<file path="src/rtl/inner_memory_handler_if.sv">
// Shared request encodings and the pipeline-to-handler memory bundle.
package inner_memory_pkg;

    typedef enum logic [1:0] {
        MEM_NONE  = 2'b00,
        MEM_READ  = 2'b01,
        MEM_WRITE = 2'b10
    } memrw_t;

    // Encodings follow funct3 so bit 2 marks unsigned loads and bits [1:0] give the size.
    typedef enum logic [2:0] {
        RW_B  = 3'b000,
        RW_H  = 3'b001,
        RW_W  = 3'b010,
        RW_BU = 3'b100,
        RW_HU = 3'b101
    } rw_type_t;

endpackage

interface inner_memory_if;
    import inner_memory_pkg::*;

    memrw_t      MemRW;
    rw_type_t    RWType;
    logic [31:0] addr_out;
    logic [31:0] data_out;
    logic [31:0] data_in;

    modport handler (
        input  MemRW,
        input  RWType,
        input  addr_out,
        input  data_out,
        output data_in
    );

    modport pipeline (
        output MemRW,
        output RWType,
        output addr_out,
        output data_out,
        input  data_in
    );
endinterface

</file>
<file path="src/rtl/inner_memory_handler.sv">
// Memory-stage handler: turns pipeline load/store requests into single word-wide
// bus transfers, formats sub-word data, and stalls the pipeline until done.
module inner_memory_handler
    import inner_memory_pkg::*;
#(
    parameter int unsigned TIMEOUT = 16
) (
    input  logic                   clk,
    input  logic                   rst,
    inner_memory_if.handler        mem,
    output logic                   stall,
    output logic                   misalign,
    output logic                   bus_err,
    output logic                   bus_req,
    output logic                   bus_we,
    output logic [31:0]            bus_addr,
    output logic [31:0]            bus_wdata,
    output logic [3:0]             bus_wstrb,
    input  logic                   bus_ready,
    input  logic [31:0]            bus_rdata
);

    typedef enum logic [1:0] {
        ST_IDLE = 2'b00,
        ST_WAIT = 2'b01,
        ST_DONE = 2'b10
    } state_t;

    state_t      stateQ, stateD;
    logic [7:0]  cntQ, cntD;
    logic [31:0] dataInQ, dataInD;
    logic [31:0] addrQ, wdataQ;
    logic [3:0]  wstrbQ;
    logic        weQ;
    logic [1:0]  laneQ, sizeQ;
    logic        unsQ;

    logic        reqValid, reqWrite, isByte, isHalf, misaligned, accept;
    logic [31:0] fmtWdata;
    logic [3:0]  fmtWstrb;
    logic [7:0]  rdByte;
    logic [15:0] rdHalf;
    logic [31:0] rdFmt;
    logic        stallC, misalignC, busErrC;

    assign reqValid = (mem.MemRW != MEM_NONE);
    assign reqWrite = (mem.MemRW == MEM_WRITE);
    assign isByte   = (mem.RWType[1:0] == 2'b00);
    assign isHalf   = (mem.RWType[1:0] == 2'b01);

    // Halfwords need an even address; everything that is neither byte nor half is a word.
    always_comb begin
        misaligned = 1'b0;
        if (isHalf) begin
            misaligned = mem.addr_out[0];
        end else if (!isByte) begin
            misaligned = (mem.addr_out[1:0] != 2'b00);
        end
    end

    // Replicate store data across lanes and enable only the addressed bytes.
    always_comb begin
        fmtWdata = '0;
        fmtWstrb = '0;
        if (reqWrite) begin
            if (isByte) begin
                fmtWdata = {4{mem.data_out[7:0]}};
                fmtWstrb = 4'b0001 << mem.addr_out[1:0];
            end else if (isHalf) begin
                fmtWdata = {2{mem.data_out[15:0]}};
                fmtWstrb = mem.addr_out[1] ? 4'b1100 : 4'b0011;
            end else begin
                fmtWdata = mem.data_out;
                fmtWstrb = 4'b1111;
            end
        end
    end

    // Pick the addressed lane out of the read word and extend it to 32 bits.
    always_comb begin
        rdByte = bus_rdata[7:0];
        case (laneQ)
            2'b00:   rdByte = bus_rdata[7:0];
            2'b01:   rdByte = bus_rdata[15:8];
            2'b10:   rdByte = bus_rdata[23:16];
            default: rdByte = bus_rdata[31:24];
        endcase
        rdHalf = laneQ[1] ? bus_rdata[31:16] : bus_rdata[15:0];
        case (sizeQ)
            2'b00:   rdFmt = {{24{~unsQ & rdByte[7]}}, rdByte};
            2'b01:   rdFmt = {{16{~unsQ & rdHalf[15]}}, rdHalf};
            default: rdFmt = bus_rdata;
        endcase
    end

    // Next-state, stall/pulse outputs and result update for the IDLE/WAIT/DONE sequence.
    always_comb begin
        stateD    = stateQ;
        cntD      = cntQ;
        dataInD   = dataInQ;
        accept    = 1'b0;
        stallC    = 1'b0;
        misalignC = 1'b0;
        busErrC   = 1'b0;
        case (stateQ)
            ST_IDLE: begin
                if (reqValid) begin
                    if (misaligned) begin
                        misalignC = 1'b1;
                        dataInD   = '0;
                    end else begin
                        stallC = 1'b1;
                        accept = 1'b1;
                        cntD   = '0;
                        stateD = ST_WAIT;
                    end
                end
            end
            ST_WAIT: begin
                stallC = 1'b1;
                if (bus_ready) begin
                    if (!weQ) begin
                        dataInD = rdFmt;
                    end
                    stateD = ST_DONE;
                end else if (cntQ == 8'(TIMEOUT - 1)) begin
                    busErrC = 1'b1;
                    dataInD = '0;
                    stateD  = ST_DONE;
                end else begin
                    cntD = cntQ + 8'd1;
                end
            end
            ST_DONE: begin
                stateD = ST_IDLE;
            end
            default: begin
                stateD = ST_IDLE;
            end
        endcase
    end

    // State, timeout counter and the registered load result.
    always_ff @(posedge clk or posedge rst) begin
        if (rst) begin
            stateQ  <= ST_IDLE;
            cntQ    <= '0;
            dataInQ <= '0;
        end else begin
            stateQ  <= stateD;
            cntQ    <= cntD;
            dataInQ <= dataInD;
        end
    end

    // Bus fields and lane/type info are captured once on acceptance and held through WAIT.
    always_ff @(posedge clk or posedge rst) begin
        if (rst) begin
            addrQ  <= '0;
            weQ    <= 1'b0;
            wdataQ <= '0;
            wstrbQ <= '0;
            laneQ  <= '0;
            sizeQ  <= '0;
            unsQ   <= 1'b0;
        end else if (accept) begin
            addrQ  <= {mem.addr_out[31:2], 2'b00};
            weQ    <= reqWrite;
            wdataQ <= fmtWdata;
            wstrbQ <= fmtWstrb;
            laneQ  <= mem.addr_out[1:0];
            sizeQ  <= mem.RWType[1:0];
            unsQ   <= mem.RWType[2];
        end
    end

    // Combinational outputs are forced low while reset is held so an abandoned request cannot stall.
    assign stall       = stallC & ~rst;
    assign misalign    = misalignC & ~rst;
    assign bus_err     = busErrC & ~rst;
    assign bus_req     = (stateQ == ST_WAIT);
    assign bus_we      = weQ;
    assign bus_addr    = addrQ;
    assign bus_wdata   = wdataQ;
    assign bus_wstrb   = wstrbQ;
    assign mem.data_in = dataInQ;

endmodule

</file>
<file path="src/flat_wrapper.sv">
// flat-port wrapper written by rule: the top's interface ports become plain ports
module inner_memory_handler_flat import inner_memory_pkg::*;
#(
    parameter int unsigned TIMEOUT = 16
)
  (clk, rst, stall, misalign, bus_err, bus_req, bus_we, bus_addr, bus_wdata, bus_wstrb, bus_ready, bus_rdata, mem_MemRW, mem_RWType, mem_addr_out, mem_data_out, mem_data_in);
  inner_memory_if mem_i ();
  input  logic clk;
  input  logic rst;
  output logic stall;
  output logic misalign;
  output logic bus_err;
  output logic bus_req;
  output logic bus_we;
  output logic [31:0] bus_addr;
  output logic [31:0] bus_wdata;
  output logic [3:0] bus_wstrb;
  input  logic bus_ready;
  input  logic [31:0] bus_rdata;
  input wire logic [$bits(mem_i.MemRW)-1:0] mem_MemRW;
  input wire logic [$bits(mem_i.RWType)-1:0] mem_RWType;
  input wire logic [$bits(mem_i.addr_out)-1:0] mem_addr_out;
  input wire logic [$bits(mem_i.data_out)-1:0] mem_data_out;
  output wire logic [$bits(mem_i.data_in)-1:0] mem_data_in;
  assign mem_i.MemRW = mem_MemRW;
  assign mem_i.RWType = mem_RWType;
  assign mem_i.addr_out = mem_addr_out;
  assign mem_i.data_out = mem_data_out;
  assign mem_data_in = mem_i.data_in;
  inner_memory_handler #(.TIMEOUT(TIMEOUT)) u_core (.clk(clk), .rst(rst), .mem(mem_i), .stall(stall), .misalign(misalign), .bus_err(bus_err), .bus_req(bus_req), .bus_we(bus_we), .bus_addr(bus_addr), .bus_wdata(bus_wdata), .bus_wstrb(bus_wstrb), .bus_ready(bus_ready), .bus_rdata(bus_rdata));
endmodule
</file>
<file path="config.mk">
export PLATFORM = sky130hd
export DESIGN_NAME = inner_memory_handler_flat
export DESIGN_NICKNAME = d
export VERILOG_FILES = /design/src/rtl/inner_memory_handler_if.sv /design/src/rtl/inner_memory_handler.sv /design/src/flat_wrapper.sv
export SDC_FILE = /design/constraint.sdc
export NUM_CORES = 1
export LEC_CHECK = 0
export BUFFER_PORTS_ARGS = -buffer_cell sky130_fd_sc_hd__buf_2
export CORE_MARGIN = 5
export CORE_UTILIZATION = 53
export DETAILED_ROUTE_END_ITERATION = 8
export PLACE_DENSITY = 0.86
export SYNTH_ARGS = -nofsm -noshare
export SYNTH_HDL_FRONTEND = slang
export SYNTH_SLANG_ARGS = --single-unit
</file>
<file path="constraint.sdc">
create_clock -name clk -period 6.39 [get_ports clk]
set_input_delay 0.3195 -clock clk [delete_from_list [all_inputs] [get_ports clk]]
set_output_delay 0.3195 -clock clk [all_outputs]
set_load 0.01 [all_outputs]
</file>
==> flow_metrics.py, run 1 <==
metrics = {
    "clock_tree": {
        "insertion_delay_ns": 0.50,
        "cts_tree": "done",
        "h_tree_level_count": 4,
        "post_cts.resized_instances": 0,
        "root_buffer_cell": "sky130_fd_sc_hd__clkbuf_8",
        "cts.clk_slew.worst_paths_ns": 0.05,
        "cts.sink_count": 114,
        "post_cts_buffers": 0,
        "clock_buffer_count_from_cts": 17,
        "max-clock-path-buffers": 2,
    },
    "power_and_ir_drop": {
        "leakagePower_nw": 3.52,
        "power.share.clock": 0.313,
        "design_power_total_mw": 2.86,
        "power.switching_fraction": 0.332,
        "power.internal_mw": 1.91,
        "power.ir.vdd_worst_mv": 0.229,
        "comb_power_share": 0.300,
        "pwr-share-seq": 0.388,
        "power.density_nw_per_um2": 409,
        "net_switching_power_mw": 0.950,
    },
    "routing": {
        "count_of_routing_violations_after_the_opening_detailed_route_iteration": 327,
        "dr_total_vias": 4711,
        "wirelength_microns": 15500,
        "final_antenna_net_count": 0,
        "drc_errors": 0,
        "detail_route.first_pass.iterations": 7,
        "vias_per_cell": 5.72,
        "wl_per_cell_microns": 18.9,
    },
    "flow_run": {
        "max_cap_viol_count": 0,
    },
    "yosys": {
        "synth_unique_cells": 53,
        "synth_ff_type": "sky130_fd_sc_hd__dfrtp_1",
        "synth.ff_latch_count": 114,
        "yosysSeqAreaShare": 0.533,
        "netlist_area_pre_place_sq_um": 5350,
        "synth-edff-count": 0,
        "yosys_warnings": 0,
        "syn-instance-count": 482,
        "synthesis.area_per_instance_sq_um": 11.1,
        "ys_async_sr_fraction": 1.00,
    },
    "cells_and_area": {
        "finish.net_count": 783,
        "post_route_cells_drive_above_1_share": 0.394,
        "multiInputGateArea_sq_um": 2280,
        "ff_latch_area_sq_um": 2850,
        "stdcell_area_sq_um": 7000,
        "antenna_cells_inserted": 0,
        "final_util": 0.713,
        "final_cell_count_no_fill": 823,
        "num-fill-cells": 703,
        "area_delta_synth_final_pct": 30.8,
    },
    "global_routing": {
        "grt.total_usage": 0.252,
        "first_global_vias": 4910,
        "grt_overflow_total": 0,
        "initial_antenna_violation_count": 0,
        "grt_max_degree": 68,
        "grt_pass1_wl_microns": 25000,
    },
    "floorplan": {
        "core-area_sq_um": 9820,
        "die_area_sq_um": 12200,
        "dieWidth_microns": 110,
        "design.portCount": 209,
        "initial_utilization": 0.545,
        "floorplan.rows": 36,
        "fp.dieH_microns": 110,
    },
    "timing": {
        "final_critical_path_setup_slack_ns": 3.99,
        "fin_worst_skew_ns": 0.00818,
        "headroom_to_the_max_slew_limit": 0.229,
        "grt_setup_unrepaired": "no",
        "max_clk_rate_mhz": 417,
        "worst_slew_pin_slew_ns": 1.15,
        "report.final.hold_viol_count": 0,
        "final_min_period_over_clock_period": 0.375,
        "setup_violations": 0,
        "final.hold.worst_slack_ns": 0.0315,
        "tns_ns": 0,
        "post-route-min-period_ns": 2.40,
        "final-max-slew-violation-count": 0,
    },
    "run_status": {
        "outcome": "finished, final reports clean",
    },
    "placement": {
        "number_of_buffers_inserted_by_port_buffering": 206,
        "dp_cells": 791,
        "final_hpwl_dp_microns": 11300,
        "placedInstanceArea_sq_um": 6420,
        "placement.setup.worst_slack_ns": 3.71,
        "globalplace.congestion": 0.884,
    },
    "critical_path": {
        "slowest_stage": "sky130_fd_sc_hd__dfrtp_1",
        "worst-setup-path-type": "reg2reg",
        "timing.critical_path.fanout_max": 19,
        "crit_chain": "mux4_2 -> a21oi_1 -> a21boi_0 -> o2bb2ai_1",
        "start_kind": "register",
        "rrSetupSlack_ns": 3.99,
        "worstPathRequired_ns": 6.77,
        "data_arrival_critical_path_ns": 2.78,
        "end_kind": "register",
        "crit_path_max_incr_delay_ns": 0.82,
    },
    "min_path": {
        "worst_hold_path_type": "in2reg",
    },
}
-- timing repair --
action,4_1_cts,5_1_grt
hold endpoints to repair,47,0
hold buffers,1,0
setup endpoints to repair,0,0
-- placed cells by master (no fill, tap or decap), types with 5 or more instances in the layout --
cell                        netlist  final
sky130_fd_sc_hd__o2bb2ai_1       21     21
sky130_fd_sc_hd__clkbuf_8         0      5
sky130_fd_sc_hd__a21boi_0         8      8
sky130_fd_sc_hd__o22a_1           6      6
sky130_fd_sc_hd__mux2i_1         30     30
sky130_fd_sc_hd__clkbuf_1        17      6
sky130_fd_sc_hd__buf_2            5    206
sky130_fd_sc_hd__o221ai_1         6      6
sky130_fd_sc_hd__nor2_1          22     22
sky130_fd_sc_hd__a21oi_1         36     36
sky130_fd_sc_hd__nand2_1         35     35
sky130_fd_sc_hd__a22o_1           8      8
sky130_fd_sc_hd__dfrtp_1        114    114
sky130_fd_sc_hd__clkbuf_16        0     16
sky130_fd_sc_hd__mux2_1          12     12
sky130_fd_sc_hd__o21ai_1         11     11
sky130_fd_sc_hd__mux2_2          32     32
sky130_fd_sc_hd__o21ai_0         30     30
sky130_fd_sc_hd__inv_1           18     17
sky130_fd_sc_hd__nand2b_1         6      6
-- synthesized netlist by cell type, types with 2 or more instances --
library cell | count | share of area
sky130_fd_sc_hd__a211oi_1 | 2 | 0.0028
sky130_fd_sc_hd__a21boi_0 | 8 | 0.011
sky130_fd_sc_hd__a21oi_1 | 36 | 0.034
sky130_fd_sc_hd__a22o_1 | 8 | 0.013
sky130_fd_sc_hd__a32o_1 | 3 | 0.0056
sky130_fd_sc_hd__and3_1 | 3 | 0.0035
sky130_fd_sc_hd__buf_1 | 7 | 0.0049
sky130_fd_sc_hd__buf_2 | 5 | 0.0047
sky130_fd_sc_hd__buf_4 | 3 | 0.0042
sky130_fd_sc_hd__clkbuf_1 | 17 | 0.012
sky130_fd_sc_hd__dfrtp_1 | 114 | 0.53
sky130_fd_sc_hd__inv_1 | 18 | 0.013
sky130_fd_sc_hd__mux2_1 | 12 | 0.025
sky130_fd_sc_hd__mux2_2 | 32 | 0.067
sky130_fd_sc_hd__mux2i_1 | 30 | 0.056
sky130_fd_sc_hd__nand2_1 | 35 | 0.025
sky130_fd_sc_hd__nand2b_1 | 6 | 0.0070
sky130_fd_sc_hd__nand3_1 | 4 | 0.0037
sky130_fd_sc_hd__nand4_1 | 4 | 0.0047
sky130_fd_sc_hd__nor2_1 | 22 | 0.015
sky130_fd_sc_hd__nor2b_1 | 3 | 0.0035
sky130_fd_sc_hd__nor3_1 | 2 | 0.0019
sky130_fd_sc_hd__nor4_1 | 3 | 0.0035
sky130_fd_sc_hd__o21ai_0 | 30 | 0.028
sky130_fd_sc_hd__o21ai_1 | 11 | 0.010
sky130_fd_sc_hd__o221ai_1 | 6 | 0.0098
sky130_fd_sc_hd__o22a_1 | 6 | 0.0098
sky130_fd_sc_hd__o22ai_1 | 3 | 0.0035
sky130_fd_sc_hd__o2bb2ai_1 | 21 | 0.034
sky130_fd_sc_hd__or3_1 | 2 | 0.0023
sky130_fd_sc_hd__or3b_1 | 2 | 0.0033
sky130_fd_sc_hd__xnor2_1 | 2 | 0.0033
sky130_fd_sc_hd__xor2_1 | 2 | 0.0033
-- kinds of logic (layout without fill, tap and decap cells) --
family	Yosys count	in the layout	share of synthesized area
AO/OA/AOI/OAI	142	142	0.179
flip-flops	114	114	0.533
AND/OR/NAND/NOR	93	93	0.0842
multiplexers	75	75	0.153
buffers and inverters	52	259	0.0414
XOR/XNOR	4	4	0.00655
adder cells (fa/ha/maj)	1	1	0.00234
other	1	2	0.000701
-- worst paths after layout --
| check | startpoint | to | cells after the start |
|---|---|---|---|
| hold reg to reg | u_core.bus_wstrb[2] | u_core.bus_wstrb[2] | 2 |
| setup / recovery | u_core.laneQ[1] | u_core.mem.data_in[13] | 4 |
| min in group asynchronous | rst | u_core.cntQ[4] | 3 |
| max in group asynchronous | rst | u_core.mem.data_in[19] | 4 |
| hold / removal | mem_addr_out[23] | u_core.bus_addr[23] | 2 |
| setup reg to reg | u_core.laneQ[1] | u_core.mem.data_in[13] | 4 |
-- power by group through the flow --
stage	clock network [mW]	logic [mW]	registers (mW)
final	0.895	0.858	1.11
after global routing	0.939	0.928	1.14
after CTS	0.903	0.864	1.11
after detailed placement	0	0.858	1.11
after global placement	0	0.827	1.10
after floorplan	0	0.465	1.14
-- worst max-delay path, delay by kind of cell, from the launching register on --
kind | cells | cell delay, ns
muxes | 1 | 0.64
DFF | 1 | 0.82
AOI/OAI and AO/OA | 3 | 0.82
-- sequential cells by signal, indices dropped and copies added (netlist names) --
signal / flops
u_core.bus_addr: 30
u_core.bus_wdata: 32
u_core.bus_we: 1
u_core.bus_wstrb: 4
u_core.cntQ: 8
u_core.laneQ: 2
u_core.mem.data_in: 32
u_core.sizeQ: 2
u_core.stateQ: 2
u_core.unsQ: 1
-- area by class of cell --
cell class                 instances  share of cell area
timing repair buffer             210               0.152
sequential                       114               0.408
tap                              133              0.0238
multi-input combinational        317               0.326
clock inverter                     4              0.0104
clock buffer                      27              0.0703
inverter                          18              0.0100
-- routing by layer --
layer	track usage	routed length, microns	up-vias
met5	0	0	-
met4	0.0969	366	0
met3	0.0717	1210	33
met2	0.433	8080	261
met1	0.298	5890	2286
li1	-	-	2131
Power figures use the tool's default switching activity.
==> run 2: changes to the inputs <==
- CORE_UTILIZATION: 53 -> 49
- PLACE_DENSITY: 0.86 -> 0.8
- clock period: 6.39 -> 2.4 ns (I/O delays scaled with it)
==> run 2 against run 1 <==
Effect of this change:
- clock skew up 0.0025 ns
- core utilization up 3.9 points
- worst setup slack worse by 3.7 ns
- worst hold slack worse by 0.018 ns
- flip-flop and latch count unchanged
- combinational power rose to 3.0 times the previous value
- critical path depth up 1
- critical path type unchanged
- highest routed layer unchanged
==> flow_metrics.py, run 2 (synthesized netlist as in run 1, its figures left out) <==
metrics = {
    "power_and_ir_drop": {
        "comb_power_share": 0.315,
        "design_power_total_mw": 8.16,
        "leakagePower_nw": 4.00,
        "power.density_nw_per_um2": 1010,
        "net_switching_power_mw": 2.67,
        "power.switching_fraction": 0.327,
        "power.ir.vdd_worst_mv": 0.538,
        "power.share.clock": 0.332,
        "power.internal_mw": 5.49,
        "pwr-share-seq": 0.353,
    },
    "critical_path": {
        "critical_path.reg2reg.startpoint": "u_core.cntQ[5]",
        "worst-setup-path-type": "reg2reg",
        "end_kind": "register",
        "start_kind": "register",
        "rrSetupSlack_ns": 0.29,
        "data_arrival_critical_path_ns": 2.49,
        "timing.rr.end": "u_core.mem.data_in[10]",
        "worstRegToRegCells": 5,
        "timing.critical_path.fanout_max": 22,
        "worstPathRequired_ns": 2.78,
        "crit_start": "u_core.cntQ[5]",
    },
    "placement": {
        "dp_cells": 807,
        "placement.setup.worst_slack_ns": 0.311,
        "placedInstanceArea_sq_um": 6510,
        "final_hpwl_dp_microns": 11000,
        "number_of_buffers_inserted_by_port_buffering": 206,
        "globalplace.congestion": 0.818,
    },
    "cells_and_area": {
        "post_route_cells_drive_above_1_share": 0.360,
        "most-common-layout-cells": "206 x sky130_fd_sc_hd__buf_2, 114 x sky130_fd_sc_hd__dfrtp_1, 96 x sky130_fd_sc_hd__dlygate4sd3_1, 36 x sky130_fd_sc_hd__a21oi_1, 35 x sky130_fd_sc_hd__nand2_1",
        "layout_commonest_cell": "sky130_fd_sc_hd__buf_2",
        "finish.net_count": 887,
        "final_util": 0.751,
        "area_delta_synth_final_pct": 51.5,
        "final_cell_count_no_fill": 936,
        "stdcell_area_sq_um": 8110,
    },
    "min_path": {
        "min_to": "u_core.mem.data_in[4]",
        "hold-path-cell-count": 5,
        "worst_hold_path_type": "in2reg",
        "min_from": "bus_rdata[4]",
    },
    "run_status": {
        "outcome": "finished, final reports clean",
    },
    "floorplan": {
        "dieWidth_microns": 114,
        "die_area_sq_um": 13100,
        "fp.dieH_microns": 114,
        "initial_utilization": 0.496,
        "core-area_sq_um": 10800,
        "design.portCount": 209,
        "floorplan.rows": 38,
    },
    "routing": {
        "wl_per_cell_microns": 18.8,
        "wirelength_microns": 17600,
        "final_antenna_net_count": 0,
        "drc_errors": 0,
        "dr_total_vias": 5175,
        "vias_per_cell": 5.53,
        "count_of_routing_violations_after_the_opening_detailed_route_iteration": 292,
        "detail_route.first_pass.iterations": 5,
    },
    "global_routing": {
        "met2_routing_resource_usage_after_global_routing": 0.460,
        "first_global_vias": 5652,
        "global_route.usage.met1": 0.328,
        "grt_max_degree": 115,
        "grt_overflow_total": 0,
        "initial_antenna_violation_count": 0,
        "grt.total_usage": 0.276,
        "gr_util_met3": 0.0735,
        "global_route.peak_usage_layer": "met2",
        "grt_pass1_wl_microns": 28500,
    },
    "clock_tree": {
        "hold_buffer_count_at_cts": 96,
        "post_cts_buffers": 0,
        "cts.clk_slew.worst_paths_ns": 0.06,
        "max-clock-path-buffers": 2,
        "post_cts.resized_instances": 0,
        "clock_buffer_count_from_cts": 17,
        "root_buffer_cell": "sky130_fd_sc_hd__clkbuf_8",
        "cts.sink_count": 114,
        "h_tree_level_count": 4,
        "insertion_delay_ns": 0.52,
        "cts_tree": "done",
    },
    "timing": {
        "max_clk_rate_mhz": 474,
        "final-max-slew-violation-count": 0,
        "final_min_period_over_clock_period": 0.879,
        "post-route-min-period_ns": 2.11,
        "tns_ns": 0,
        "headroom_to_the_max_slew_limit": 0.319,
        "final.hold.worst_slack_ns": 0.0135,
        "final_critical_path_setup_slack_ns": 0.291,
        "worst_slew_pin_slew_ns": 1.02,
        "setup_violations": 0,
        "fin_worst_skew_ns": 0.0107,
        "grt_setup_unrepaired": "no",
        "report.final.hold_viol_count": 0,
    },
    "flow_run": {
        "max_cap_viol_count": 0,
    },
}
==> run 2: cell types whose count changed in the layout (fill, tap and decap cells not counted), sizes merged <==
cell,change
dlygate4sd3,+95
buf,+9
clkbuf,-6
clkinv,+4
bufinv,+3
clkinvlp,+1
diode,+1
inv,-1
==> run 2: worst max-delay path by stage <==
| stage | depth (start not counted) | end | slack (ns) |
|---|---|---|---|
| 6_report | 5 | u_core.mem.data_in[10] | 0.29 |
| 2_1_floorplan | 3 | misalign | 0.23 |
| 3_3_place_gp | 5 | u_core.mem.data_in[26] | 0.38 |
| 3_5_place_dp | 5 | u_core.mem.data_in[29] | 0.31 |
| 5_1_grt | 5 | u_core.mem.data_in[29] | 0.19 |
| 4_1_cts | 3 | bus_err | 0.28 |
==> run 2: routing by layer <==
metal  vias to the layer above  wire length (microns)
met5                         -                      0
met3                        74                   1390
met1                      2479                   6610
met2                       273                   8880
met4                         0                    733
li1                       2349                      -
==> run 2: power by group through the flow <==
stage	clock (mW)	sequential (mW)	combinational, mW
2_1_floorplan	0	3.05	1.24
3_3_place_gp	0	2.85	2.32
3_5_place_dp	0	2.88	2.40
4_1_cts	2.73	2.86	2.54
5_1_grt	2.83	2.95	2.79
6_report	2.71	2.88	2.57
==> run 2: cell type report <==
| cell class | instances | area, sq um |
|---|---|---|
| repair buffers | 314 | 2090 |
| clock inverters | 11 | 183 |
| well taps | 140 | 175 |
| fillers | 689 | 2690 |
| multi-input cells | 317 | 2280 |
| diodes | 1 | 2.50 |
| inverters | 18 | 71.3 |
| clock buffers | 21 | 449 |
| flip-flops and latches | 114 | 2850 |
==> run 2: worst max-delay path, stage by stage, from the launching register on <==
cell and delay, ns:
sky130_fd_sc_hd__dfrtp_1 0.43, sky130_fd_sc_hd__or4_4 0.59, sky130_fd_sc_hd__o21ai_4 0.23, sky130_fd_sc_hd__o211ai_4 0.30
sky130_fd_sc_hd__buf_4 0.30, sky130_fd_sc_hd__o2bb2ai_1 0.14
==> run 3: changes to the inputs <==
- RECOVER_POWER: unset -> 50
==> run 3 against run 2 <==
Effect of this change:
- the flow now finishes with violations (capacitance limit, slew limit)
- highest routed layer unchanged
- first-iteration DRC count is 20% higher
- clock power hardly changed
- clock skew is 0.0024 ns lower
- die area stayed put
- worst hold slack better by 0.0024 ns
- design area is 0.96% lower
- final cell count stayed put
- via count is 0.58% lower
- flip-flop and latch count stayed put
- count of clock-buffer cells in the layout stayed put
- critical endpoint unchanged
- non-clock buffer count stayed put
- global-route usage stayed put
==> flow_metrics.py, run 3 (synthesized netlist as in run 1, its figures left out) <==
metrics = {
    "power_and_ir_drop": {
        "power.switching_fraction": 0.331,
        "net_switching_power_mw": 2.68,
        "power.share.clock": 0.336,
        "pwr-share-seq": 0.357,
        "comb_power_share": 0.307,
        "power.density_nw_per_um2": 1010,
        "power.ir.vdd_worst_mv": 0.535,
        "leakagePower_nw": 3.82,
        "design_power_total_mw": 8.09,
        "power.internal_mw": 5.41,
    },
    "timing": {
        "tns_ns": 0,
        "final-max-slew-violation-count": 115,
        "grt_setup_unrepaired": "no",
        "report.final.hold_viol_count": 0,
        "post-route-min-period_ns": 2.11,
        "fin_worst_skew_ns": 0.00829,
        "worst_slew_pin_slew_ns": 1.55,
        "final_min_period_over_clock_period": 0.880,
        "headroom_to_the_max_slew_limit": -0.0332,
        "setup_violations": 0,
        "max_clk_rate_mhz": 473,
    },
    "clock_tree": {
        "cts.sink_count": 114,
        "h_tree_level_count": 4,
        "clock_buffer_count_from_cts": 17,
        "max-clock-path-buffers": 2,
        "post_cts.resized_instances": 0,
        "cts_tree": "done",
        "cts.clk_slew.worst_paths_ns": 0.06,
        "root_buffer_cell": "sky130_fd_sc_hd__clkbuf_8",
        "insertion_delay_ns": 0.52,
    },
    "routing": {
        "dr_total_vias": 5145,
        "wirelength_microns": 17700,
        "count_of_routing_violations_after_the_opening_detailed_route_iteration": 350,
        "wl_per_cell_microns": 18.9,
        "detail_route.first_pass.iterations": 4,
        "vias_per_cell": 5.50,
        "drc_errors": 0,
        "final_antenna_net_count": 0,
    },
    "critical_path": {
        "worst-path-buf-inv": 1,
        "worstPathRequired_ns": 2.79,
        "crit_chain": "or4_4 -> o21ai_4 -> o211ai_4 -> buf_4 -> o2bb2ai_1",
        "end_kind": "register",
        "timing.critical_path.fanout_max": 22,
        "crit_family": "compound AO/OA/AOI/OAI gates",
        "crit_path_max_incr_delay_ns": 0.59,
        "slowest_stage": "sky130_fd_sc_hd__or4_4",
        "worst-setup-path-type": "reg2reg",
        "data_arrival_critical_path_ns": 2.50,
        "start_kind": "register",
    },
    "cells_and_area": {
        "post_route_cells_drive_above_1_share": 0.294,
        "layout_commonest_cell": "sky130_fd_sc_hd__buf_2",
        "area_delta_synth_final_pct": 50.1,
        "finish.net_count": 887,
        "most-common-layout-cells": "154 x sky130_fd_sc_hd__buf_2, 114 x sky130_fd_sc_hd__dfrtp_1, 96 x sky130_fd_sc_hd__dlygate4sd3_1, 54 x sky130_fd_sc_hd__clkbuf_1, 36 x sky130_fd_sc_hd__a21oi_1",
    },
    "run_status": {
        "violations": "capacitance limit, slew limit",
        "outcome": "finished, violations left",
    },
    "floorplan": {
        "dieWidth_microns": 114,
        "initial_utilization": 0.496,
        "floorplan.rows": 38,
        "core-area_sq_um": 10800,
        "die_area_sq_um": 13100,
        "design.portCount": 209,
        "fp.dieH_microns": 114,
    },
    "global_routing": {
        "grt.total_usage": 0.276,
        "grt_max_degree": 115,
        "first_global_vias": 5652,
        "grt_overflow_total": 0,
        "initial_antenna_violation_count": 0,
        "grt_pass1_wl_microns": 28500,
    },
    "flow_run": {
        "max_cap_viol_count": 1,
    },
    "min_path": {
        "worst_hold_path_type": "in2reg",
    },
    "placement": {
        "globalplace.congestion": 0.818,
        "number_of_buffers_inserted_by_port_buffering": 206,
        "final_hpwl_dp_microns": 11000,
    },
}
-- run 3: cell types whose count changed in the layout (fill, tap and decap cells not counted), sizes merged --
| cell | before | now |
|---|---|---|
| buf | 218 | 165 |
| clkbuf | 21 | 74 |
-- run 3: worst register-to-register path, delay by kind of cell, from the launching register on --
family | cells | cell delay (ns)
DFF | 1 | 0.42
buffers and inverters | 1 | 0.30
AOI/OAI and AO/OA | 3 | 0.67
and+or+nand+nor | 1 | 0.59
-- run 3: final cells by class --
cell class | instances | area, sq um
sequential | 114 | 2850
multi-input combinational | 317 | 2280
clock buffer | 21 | 449
clock inverter | 11 | 183
inverter | 18 | 71.3
tap | 140 | 175
antenna | 1 | 2.50
fill | 718 | 2760
timing repair buffer | 314 | 2020
-- run 3: final timing paths --
path | end | cells after the start | from | slack [ns]
min in group asynchronous | u_core.bus_addr[31] | 4 | rst | 0.85
max in group asynchronous | u_core.bus_addr[30] | 4 | rst | 0.60
setup reg to reg | u_core.mem.data_in[10] | 5 | u_core.cntQ[5] | 0.29
hold reg to reg | u_core.bus_wdata[22] | 2 | u_core.bus_wdata[22] | 0.48
hold / removal | u_core.mem.data_in[4] | 5 | bus_rdata[4] | 0.02
setup / recovery | u_core.mem.data_in[10] | 5 | u_core.cntQ[5] | 0.29
-- run 3: power groups by stage --
stage / combinational, mW / sequential, mW / clock, mW
detailed placement: 2.40 / 2.88 / 0
CTS: 2.54 / 2.86 / 2.73
global route: 2.71 / 2.96 / 2.83
floorplan: 1.24 / 3.05 / 0
global placement: 2.32 / 2.85 / 0
finish: 2.49 / 2.89 / 2.71
-- run 3: layer usage --
layer | vias up | track usage | share of wire | wire (microns)
li1 | 2344 | - | - | -
met1 | 2488 | 0.328 | 0.38 | 6770
met2 | 253 | 0.460 | 0.51 | 8940
met3 | 60 | 0.0735 | 0.073 | 1290
met4 | 0 | 0.137 | 0.037 | 661
met5 | - | 0 | 0 | 0
-- run 3: metrics by stage --
step           instances  setup WS, ns  cell area [sq um]   util  hold WS (ns)
6_report             936         0.288               8030  0.744        0.0159
5_1_grt              935         0.195               8030  0.744        0.0226
4_1_cts              935         0.282               8110  0.751       0.00276
3_5_place_dp         807         0.311               6510  0.603         0.341
3_3_place_gp         807         0.384               6510  0.603         0.332
2_1_floorplan        483         0.231               5360      -         0.252
-- run 3: timing repair --
action	in CTS	in global routing
hold buffers	96	0
buffers inserted	0	0
hold endpoints to repair	210	0
